## config.mk

```make
export PLATFORM = sky130hd
export DESIGN_NAME = byte_word_packer
export DESIGN_NICKNAME = d
export VERILOG_FILES = /design/src/rtl/byte_word_packer.sv
export SDC_FILE = /design/constraint.sdc
export NUM_CORES = 1
export LEC_CHECK = 0
export ABC_CLOCK_PERIOD_IN_PS = 4900
export BUFFER_PORTS_ARGS = -buffer_cell sky130_fd_sc_hd__clkbuf_2
export CAP_MARGIN = 20
export CORE_ASPECT_RATIO = 0.75
export CORE_MARGIN = 4
export CORE_UTILIZATION = 55
export CTS_CLUSTER_SIZE = 28
export DETAILED_ROUTE_END_ITERATION = 6
export GPL_ROUTABILITY_DRIVEN = 0
export PLACE_DENSITY = 0.81
export SYNTH_ARGS = -nofsm -noshare
export SYNTH_HDL_FRONTEND = slang
export SYNTH_SLANG_ARGS = --single-unit
```

## constraint.sdc

```tcl
create_clock -name clk -period 4.9 [get_ports clk]
set_input_delay 1.225 -clock clk [delete_from_list [all_inputs] [get_ports clk]]
set_output_delay 1.225 -clock clk [all_outputs]
set_load 0.02 [all_outputs]
```

## src/rtl/byte_word_packer.sv

```systemverilog
// Byte-to-word packer: collects up to four bytes little-endian into a 32-bit
// word, flushing early on in_last with PAD_BYTE filling the unused lanes.
module byte_word_packer #(
  parameter logic [7:0] PAD_BYTE = 8'h00
) (
  input  logic        clk,
  input  logic        rst,
  input  logic        in_valid,
  output logic        in_ready,
  input  logic [7:0]  in_data,
  input  logic        in_last,
  output logic        out_valid,
  input  logic        out_ready,
  output logic [31:0] out_data,
  output logic [3:0]  out_keep,
  output logic        out_last
);

  localparam logic [1:0] FILL0 = 2'd0;
  localparam logic [1:0] FILL1 = 2'd1;
  localparam logic [1:0] FILL2 = 2'd2;
  localparam logic [1:0] FILL3 = 2'd3;

  logic [1:0]  cnt_q, cnt_d;
  logic [23:0] acc_q, acc_d;
  logic        out_valid_q, out_valid_d;
  logic [31:0] out_data_q, out_data_d;
  logic [3:0]  out_keep_q, out_keep_d;
  logic        out_last_q, out_last_d;

  logic        accept;
  logic        close;
  logic [31:0] word;
  logic [3:0]  keep;

  assign in_ready = !out_valid_q || out_ready;
  assign accept   = in_valid && in_ready;
  assign close    = accept && (in_last || (cnt_q == FILL3));
  assign keep     = (4'b0010 << cnt_q) - 4'd1;

  // Lanes below cnt come from the accumulator, lane cnt is the live byte,
  // lanes above cnt are padding.
  genvar gi;
  generate
    for (gi = 0; gi < 4; gi++) begin : g_lane
      if (gi < 3) begin : g_acc_lane
        assign word[8*gi +: 8] = (2'(gi) < cnt_q)  ? acc_q[8*gi +: 8] :
                                 (2'(gi) == cnt_q) ? in_data : PAD_BYTE;
      end else begin : g_top_lane
        assign word[8*gi +: 8] = (cnt_q == FILL3) ? in_data : PAD_BYTE;
      end
    end
  endgenerate

  always_comb begin
    cnt_d       = cnt_q;
    acc_d       = acc_q;
    out_valid_d = out_valid_q;
    out_data_d  = out_data_q;
    out_keep_d  = out_keep_q;
    out_last_d  = out_last_q;
    if (out_valid_q && out_ready) begin
      out_valid_d = 1'b0;
    end
    if (close) begin
      out_valid_d = 1'b1;
      out_data_d  = word;
      out_keep_d  = keep;
      out_last_d  = in_last;
      cnt_d       = FILL0;
      acc_d       = 24'd0;
    end else if (accept) begin
      acc_d[{cnt_q, 3'b000} +: 8] = in_data;
      case (cnt_q)
        FILL0:   cnt_d = FILL1;
        FILL1:   cnt_d = FILL2;
        FILL2:   cnt_d = FILL3;
        default: cnt_d = FILL0;
      endcase
    end
  end

  always_ff @(posedge clk) begin
    if (rst) begin
      cnt_q       <= FILL0;
      acc_q       <= 24'd0;
      out_valid_q <= 1'b0;
      out_data_q  <= 32'd0;
      out_keep_q  <= 4'd0;
      out_last_q  <= 1'b0;
    end else begin
      cnt_q       <= cnt_d;
      acc_q       <= acc_d;
      out_valid_q <= out_valid_d;
      out_data_q  <= out_data_d;
      out_keep_q  <= out_keep_d;
      out_last_q  <= out_last_d;
    end
  end

  assign out_valid = out_valid_q;
  assign out_data  = out_data_q;
  assign out_keep  = out_keep_q;
  assign out_last  = out_last_q;

endmodule

```

==> results.md <==
* Vias per cell at 5.79
* PwrDens at 400 nW/um2
* Synthesized flop and latch total at 64
* Vias at 2172
* Critical Path RT at 3.67 ns
* Ys Warns at 0
* P_sw at 0.000301 W
* First-pass GRT wire length at 9.44 mm
* Crit path launch type: primary input
* Hold Path Cell Cnt at 2
* CTS tree: done
* Nets at 332
* GR Overflow Total at 0
* Sequential share of the synthesized area at 0.498
* Logic pwr share at 0.120
* Setup TNS at 0 ns
* Beginning of the worst hold path: acc_q[3]
* Switch share at 0.247
* Final WS setup at 1.88 ns
* Clock root cell: clkbuf_8
* CP Launch Point: out_ready
* F_max at 0.332 GHz
* RSZ-0062 raised after global routing: no
* Total GRT Usage at 0.216
* Prevailing post-synth register cell: dfxtp_1
* Syn_nets at 291
* CP max FO at 9
* Syn avg cell area at 9.46 um2
* WP data arrival at 1.79 ns
* H-tree Lvls at 3
* Actual slew at the worst max-slew pin at 0.941 ns
* Relative slew slack at 0.373
* Post-synthesis compound-gate area fraction at 0.223
* Final cycle utilization of the critical path at 0.615
* Die X at 87.0 um
* Reg2reg start: cnt_q[1]
* Crit path kind: primary input to output port
* EDFF count, synth at 0
* Synth Area in Simple Gates at 0.167
* Final Hold Viols at 0
* Number of post-CTS setup repair buffers at 0
* Resize count post-CTS at 0
* I/O Buffers at 51
* Routed WL per cell at 15.8 um
* Drt total wl at 5.93 mm
* Final ANT Viol Nets at 0
* Asr flop ratio synth at 0
* Count of pins over their slew limit at 0
* Die area at 5850 um2
* Number of CTS-inserted buffers at 9
* Reg2reg end: acc_q[22]
* Post-Synth Adder-Cell Area at 0.0292
* Synth Instances at 272
* Skew final at 0.00572 ns
* Ports at 52
* Register share of total power at 0.455
* Largest net degree at the start of global routing at 56
* Initial antenna violation count at 0
* Hold EP: acc_q[3]
* Initial core utilization at 0.573
* Reg2reg path depth at 6
* Max-cap viol count at 0
* 1st-iter DRT viols at 202
* ANT cells at 0
* Hold WC Path Type: flip-flop to flip-flop
* Fraction of layout cells with a size suffix above 1 at 0.230
* R2r setup slk at 2.25 ns
* Rows at 21
* Largest family of logic cells by synthesized area: compound AO/OA/AOI/OAI gates
* Power Internal at 0.000918 W
* Final Util at 0.678
* Die H at 67.2 um
* Worst-path clk slew at 0.06 ns
* Residual DRC count at 0
* Syn Std Cell Area at 2570 um2
* Clock power frac at 0.425
* Kind of end point of the critical path: output port
* Max Root-Sink Buffers at 2
* Initial DRT Pass Iterations at 5
* Worst vdd ir at 225 uV
* Core footprint at 4490 um2
* Minimum clock period at 3.02 ns
* Setup-failing EPs final at 0
* Status: finished, final reports clean
* Distinct cells, synth at 30
* LEAKAGE at 1.23 nW
* Dpl hpwl at 3.85 mm
* Area Growth Syn to Fin at 18.4%
* XOR/XNOR share of the synthesized area at 0.00340
* Vias in the first global route at 1917
* Clk Latency, worst-skew pair at 0.34 ns
* Pre-CTS setup slack at 1.88 ns
* Post-synthesis mux area share at 0.0389
* Hold-fix buffers, CTS at 0
* CTS Sinks at 64
through the flow:
step                      total power, W  hold WS, ns  area (um2)  std cells
final                            0.00122        0.451        3050        375
after floorplan                 0.000666        0.431        2570        272
after CTS                        0.00123        0.451        3050        375
after detailed placement        0.000711        0.444        2810        359
after global routing             0.00126        0.471        3050        375
after global placement          0.000707        0.437        2810        359
critical path: stages:
cell and delay (ns):
clkbuf_2 0.10, nor2b_4 0.18, inv_2 0.11, clkbuf_2 0.17
area by class of cell:
type	count	area [um2]
clock buffers	14	173
clock inverters	2	60.1
fillers	382	1450
inverters	3	11.3
multi-input cells	183	1190
flip-flops and latches	64	1280
well taps	57	71.3
repair buffers	52	263
placed cells by master (no fill, tap or decap), types with 2 or more instances in the layout:
cell       count
a211oi_1      26
nor2b_1        2
ha_1           6
mux2i_1       10
inv_1          2
nand2_1       12
nor2_1        51
clkbuf_8      12
nand3_1       11
clkbuf_2      51
and2_1         2
a22o_1         8
a21oi_1       11
bufinv_16      2
a22oi_1       30
dfxtp_1       64
clkbuf_1       2
a32oi_1        2
Yosys cell counts, types with 2 or more instances:
cell       n  area share
dfxtp_1   64        0.50
nor2_1    51       0.074
a22oi_1   30       0.088
a211oi_1  26       0.076
nand2_1   12       0.018
a21oi_1   11       0.021
nand3_1   11       0.021
clkbuf_1  10       0.015
mux2i_1   10       0.039
buf_2      9       0.018
a22o_1     8       0.027
ha_1       6       0.029
buf_1      3      0.0044
a32oi_1    2      0.0068
and2_1     2      0.0049
inv_1      2      0.0029
nor2b_1    2      0.0049
per-layer routing:
metal | routed length, um | up-vias | GRT usage
met5 | 0 | - | 0
met4 | 77 | 0 | 0.0817
met3 | 457 | 9 | 0.0695
met2 | 2700 | 76 | 0.325
met1 | 2690 | 1021 | 0.290
li1 | - | 1066 | -
how the worst max path moves through the flow:
stage | end | slack (ns) | depth (start not counted)
floorplan | in_ready | 2.18 | 2
global placement | in_ready | 1.90 | 4
detailed placement | in_ready | 1.88 | 4
CTS | in_ready | 1.88 | 4
global route | in_ready | 1.85 | 4
finish | in_ready | 1.88 | 4
state kept, by name, indices dropped and copies added, names as in the netlist:
name       flops
out_keep       4
out_last       1
cnt_q          2
acc_q         24
out_data      32
out_valid      1
cell families (layout without fill, tap and decap cells):
kind of cell	Yosys count	after routing
AOI/OAI and AO/OA	78	78
DFF	64	64
muxes	10	10
buffers and inverters	25	71
adders and majority gates	6	6
and+or+nand+nor	88	88
xor gates and xnor gates	1	1
power by group through the flow:
stage          clock, W  sequential (W)  combinational, W
6_report       0.000518        0.000554          0.000146
5_1_grt        0.000549        0.000556          0.000160
4_1_cts        0.000526        0.000554          0.000146
3_5_place_dp          0        0.000566          0.000145
3_3_place_gp          0        0.000565          0.000142
2_1_floorplan         0        0.000583         0.0000828
Note: power is estimated with default switching activity, not from simulation.
